==> src/rtl/uart_baud_gen.sv <==
// rtl/uart_baud_gen.sv - programmable baud tick generator with oversample, mid-bit and bit strobes
module uart_baud_gen #(
    parameter int DIV_W       = 16,
    parameter int DEFAULT_DIV = 651,
    parameter int OVERSAMPLE  = 16
) (
    input  logic             clk,
    input  logic             rst_n,
    input  logic             en,
    input  logic [DIV_W-1:0] div_val,
    input  logic             resync,
    output logic             os_tick,
    output logic             mid_tick,
    output logic             bit_tick,
    output logic             clk_out,
    output logic [DIV_W-1:0] div_q
);

    localparam int              OS_W    = $clog2(OVERSAMPLE);
    localparam logic [OS_W-1:0] OS_LAST = OS_W'(OVERSAMPLE - 1);
    localparam logic [OS_W-1:0] OS_MID  = OS_W'(OVERSAMPLE / 2 - 1);

    logic [DIV_W-1:0] cnt;
    logic [OS_W-1:0]  os_cnt;
    logic [DIV_W-1:0] eff_div;
    logic             wrap;

    // A divisor of zero would stall the counter, so it is promoted to one.
    always_comb begin
        eff_div = (div_val == '0) ? DIV_W'(1) : div_val;
        wrap    = (cnt == div_q);
    end

    // Counters, divisor register and registered strobes; new divisor takes effect only at a period boundary.
    always_ff @(posedge clk) begin
        if (!rst_n) begin
            cnt      <= '0;
            os_cnt   <= '0;
            div_q    <= DIV_W'(DEFAULT_DIV);
            os_tick  <= 1'b0;
            mid_tick <= 1'b0;
            bit_tick <= 1'b0;
            clk_out  <= 1'b0;
        end else if (!en || resync) begin
            // Disabled or resynchronising: restart bit timing from the top.
            cnt      <= '0;
            os_cnt   <= '0;
            div_q    <= eff_div;
            os_tick  <= 1'b0;
            mid_tick <= 1'b0;
            bit_tick <= 1'b0;
            clk_out  <= 1'b0;
        end else if (wrap) begin
            cnt      <= '0;
            os_cnt   <= (os_cnt == OS_LAST) ? '0 : os_cnt + 1'b1;
            div_q    <= eff_div;
            os_tick  <= 1'b1;
            mid_tick <= (os_cnt == OS_MID);
            bit_tick <= (os_cnt == OS_LAST);
            clk_out  <= 1'b0;
        end else begin
            cnt      <= cnt + 1'b1;
            os_tick  <= 1'b0;
            mid_tick <= 1'b0;
            bit_tick <= 1'b0;
            if (cnt == (div_q >> 1)) begin
                clk_out <= 1'b1;
            end
        end
    end

endmodule

==> config.mk <==
export PLATFORM = sky130hd
export DESIGN_NAME = uart_baud_gen
export DESIGN_NICKNAME = d
export VERILOG_FILES = /design/src/rtl/uart_baud_gen.sv
export SDC_FILE = /design/constraint.sdc
export NUM_CORES = 1
export LEC_CHECK = 0
export CORE_UTILIZATION = 35
export CTS_CLUSTER_DIAMETER = 30
export DETAILED_ROUTE_END_ITERATION = 8
export GPL_TIMING_DRIVEN = 0
export PLACE_DENSITY = 0.71
export SYNTH_ARGS = -nofsm -noshare
export SYNTH_HDL_FRONTEND = slang
export SYNTH_SLANG_ARGS = --single-unit
==> constraint.sdc <==
create_clock -name clk -period 1.8 [get_ports clk]
set_input_delay 0.18 -clock clk [delete_from_list [all_inputs] [get_ports clk]]
set_output_delay 0.18 -clock clk [all_outputs]
set_load 0.1 [all_outputs]
; Word-level counts from Yosys, hierarchy flattened
; Cells that the tools add are included.
[totals]
ff_bits = 40
out_inout_bits = 20
wordCells = 27
[op_classes]
addsub = 2
eq_ne = 4
mux = 5
bitwise = 2
n_reduce_logical = 7
[ops]
columns = cell, n
row1 = 16-bit two-way mux, 3
row2 = "16-bit by 1-bit adder with 16-bit output, second input constant", 1
row3 = 16-bit by 15-bit == test with 1-bit output, 1
row4 = 16-bit == test, 1
row5 = 16-bit logical NOT, 1
row6 = 3-bit OR reduction, 2
row7 = "4-bit by 1-bit adder with 4-bit output, second input constant", 1
row8 = "4-bit by 3-bit == test with 1-bit output, second input constant", 1
row9 = "4-bit == test, second input constant", 1
row10 = 4-bit two-way mux, 1
row11 = 1-bit NOT, 2
row12 = 2-bit nonzero test, 1
row13 = 2-bit OR reduction, 1
row14 = 1-bit logical NOT, 1
row15 = 1-bit logical OR, 1
row16 = 1-bit two-way mux, 1

; Logic depth before layout (Yosys ltp)
[depth]
word_depth = 4
ltp_mapped = 8
depth_no_buf = 6

; Least setup slack after synthesis
; Ideal clock, no wire load.
[synth_timing]
path_kind = register -> register
start = register div_q[14]
end = register div_q[12]
setup_ns = 0.079
arrival_ns = 2.263
required_ns = 1.721
setup_slack_ns = -0.542
stages_incl_launch_ff = 8
n_path_buf = 2
synth_period_minus_slack_ns = 2.342
path_cell_list = dfxtp_1 xor2_1 nor4_1 nand4_1 and3b_1 buf_4 buf_6 a22oi_1
[synth_via]
elab_chain_len = 2
[synth_lines]
columns = item, line
row1 = from (decl), 16  ; output logic [DIV_W-1:0] div_q
row2 = from (signal assigned), 39  ; div_q <= DIV_W'(DEFAULT_DIV);
row3 = from (signal assigned), 48  ; div_q <= eff_div;
row4 = from (signal assigned), 56  ; div_q <= eff_div;
row5 = 16-bit == test, 31  ; wrap = (cnt == div_q);
row6 = 2-bit nonzero test (no source line), n/a
; Every way passes these cells.
; A chain may end at the register's enable or synchronous reset.

; Final worst setup path
[layout_timing]
start = register cnt[6]
end = register div_q[11]
[layout_via]
elab_chain_len = 2
[layout_lines]
columns = item, line
row1 = from (decl), 23  ; logic [DIV_W-1:0] cnt;
row2 = from (signal assigned), 62  ; cnt <= cnt + 1'b1;
row3 = 16-bit == test, 31
row4 = 2-bit nonzero test (no source line), n/a
; Every way passes these cells.

==> metrics.txt <==
commonest non-fill, non-tap cell in the layout=xor2_1; synthesized flop and latch total=40; Yosys Warn Count=0; post-route ant nets=0; P_sw=0.641 mW; pin count of the biggest net entering global routing=17; Cell variety after synth=33; cts bufs inserted=5; Post-Synthesis Cells=~230; Max clock buf depth=2; PortBufs=39; clock sinks=40; CTS clk-pin slew, worst paths=0.08 ns; Synth Net Count=248; GR Util All Layers=0.163; Via density=4.95; most frequent cells in the layout=xor2_1 (32), nand2_1 (28), nor2_1 (25), clkdlybuf4s50_1 (19), dlygate4sd2_1 (19); Setup CP Type=reg -> reg; Tcrit/Tclk final=0.978; first-pass GRT wire length=about 7700 um; CTS tree=built; Hold Violations, Final=0; die height=roughly 77 um; post-synth top area cell=dfxtp_1; cell row count=26; drt total wl=roughly 4600 um; Post-Route Skew=roughly 0.0059 ns; Yosys top cell area share=0.406; Max IR drop VDD=approximately 0.64 mV; post-synthesis sequential area ratio=0.406; fmax=between 500 and 600 MHz; Routed WL per cell=13.6 um; Pins Over Slew Limit=0; P_int=1.35 mW; post-synthesis area per instance=8.74 um^2; Final nets=293; dominant cells by area after synthesis=dfxtp_1 (41%), xor2_1 (15%), nand2_1 (5.5%); drt first pass iters=4; n_diodes=0; clk_lat worst skew=0.29 ns; outcome=finished, final reports clean; Die Wd=77.1 um; Core Area=5270 um^2; Synth Cell Area=1970 um^2; routed vias=1693; antenna violations before repair=0; WHS Path Cells=3; Area growth syn-to-layout=35.2%; total die area=5950 um^2; root buf cell=clkbuf_8; Slew HR=0.353; shortest period the worst path allows=roughly 1.8 ns; dpl cell area=roughly 2500 um^2; maximum fanout along the worst path=16; worst reg2reg path depth=7; number of synthesized flops with an enable pin=0; number of max-cap violations=0; setup violators final=0; DP Wirelength=3470 um; Critical Path AT=1.94 ns; Leak=~1.1 nW; RD Place Congestion=0.791; DRC=0; CP Launch Type=flop; GRT Residual Overflow=0; Clk network pwr share=0.319; drt initial violations=85; async set-reset flop share out of synthesis=0; PwrDens=744 nW/um^2; Crit. End Element=flop; Worst Path Required=1.98 ns; Combinational Power Share=0.204; initial cell density of the core=0.375; Min-Delay Path Class=in -> reg; vias in the first global route=roughly 1600; Net Sw Frac=0.323; sequential fraction of design power=0.477; Slew @ Worst Pin=0.974 ns; Main synth FF type=dfxtp_1; H-tree level count=2; unrepaired setup endpoints after global routing=true; IO Pins=40; fraction of layout instances using a drive strength above 1=0.202; Final Cell Area=2670 um^2; Layout Utilization=0.507
routing by layer:
layer	global-route usage	vias up	share of wire
li1	-	848	-
met1	0.204	794	0.47
met2	0.267	45	0.46
met3	0.0405	6	0.050
met4	0.0623	0	0.017
met5	0	-	0
final timing paths:
path                             startpoint        end  slack [ns]
worst max-delay path                 cnt[6]  div_q[11]        0.04
worst min-delay path            div_val[10]  div_q[10]        0.46
worst max register to register       cnt[6]  div_q[11]        0.04
worst min register to register    os_cnt[3]   mid_tick        0.49
cell usage after synthesis, types with 2 or more instances:
cell and n:
dfxtp_1 40, xor2_1 33, nand2_1 29, nor2_1 25, xnor2_1 12, inv_1 10
mux2i_1 10, nor4_1 10, nand3_1 8, buf_2 6, nand4_1 6, clkbuf_1 5
nand4b_1 4, o211ai_1 4, a22oi_1 3, a21oi_1 2, and3_1 2, ha_1 2
sequential cells by signal (all words and copies together), names as in the netlist:
| name | cells |
|---|---|
| os_tick | 1 |
| div_q | 16 |
| mid_tick | 1 |
| bit_tick | 1 |
| clk_out | 1 |
| os_cnt | 4 |
| cnt | 16 |
timing repair:
item                       CTS  global route
setup buffers                5             0
hold buffers                 0             0
gates cloned                 0             0
pin swaps                    8             4
resized for setup           30            16
setup endpoints to repair   51            33
final cells by class:
type	count	area [um^2]
buffer	8	43.8
clock buffer	6	82.6
clock inverter	2	13.8
fill	498	2600
inverter	10	37.5
multi-input combinational	163	1130
sequential	40	870
tap	70	87.6
timing repair buffer	43	400
stage by stage:
stage	total power, mW	setup TNS, ns	cells	setup WS (ns)	hold slack, ns
after floorplan	1.25	-0.00932	226	-0.00311	0.308
after global placement	1.37	-4.03	335	-0.222	0.476
after detailed placement	1.38	-4.67	335	-0.238	0.470
after CTS	1.99	0	343	0.00718	0.454
after global routing	2.07	-0.284	342	-0.0586	0.466
final	1.99	0	342	0.0396	0.456
cells by family after synthesis:
group | Yosys count | synth area share
muxes | 10 | 0.0507
DFF | 40 | 0.406
buffers and inverters | 23 | 0.0532
and+or+nand+nor | 93 | 0.231
adders and majority gates | 2 | 0.0127
xor gates and xnor gates | 45 | 0.200
AOI/OAI and AO/OA | 13 | 0.0475
critical path, cell delays in order, from the launching register on:
cell     delay (ns)
dfxtp_1        0.37
xor2_1         0.16
nor4_1         0.29
nand4_1        0.14
buf_6          0.16
and3b_1        0.18
buf_6          0.17
mux2i_2        0.16
power groups by stage:
stage	clock, mW	combinational (mW)	sequential [mW]
3_3_place_gp	0	0.403	0.970
6_report	0.634	0.405	0.948
3_5_place_dp	0	0.407	0.970
5_1_grt	0.691	0.423	0.954
2_1_floorplan	0	0.0998	1.15
4_1_cts	0.648	0.395	0.947
(Power assumes the default switching activity.)
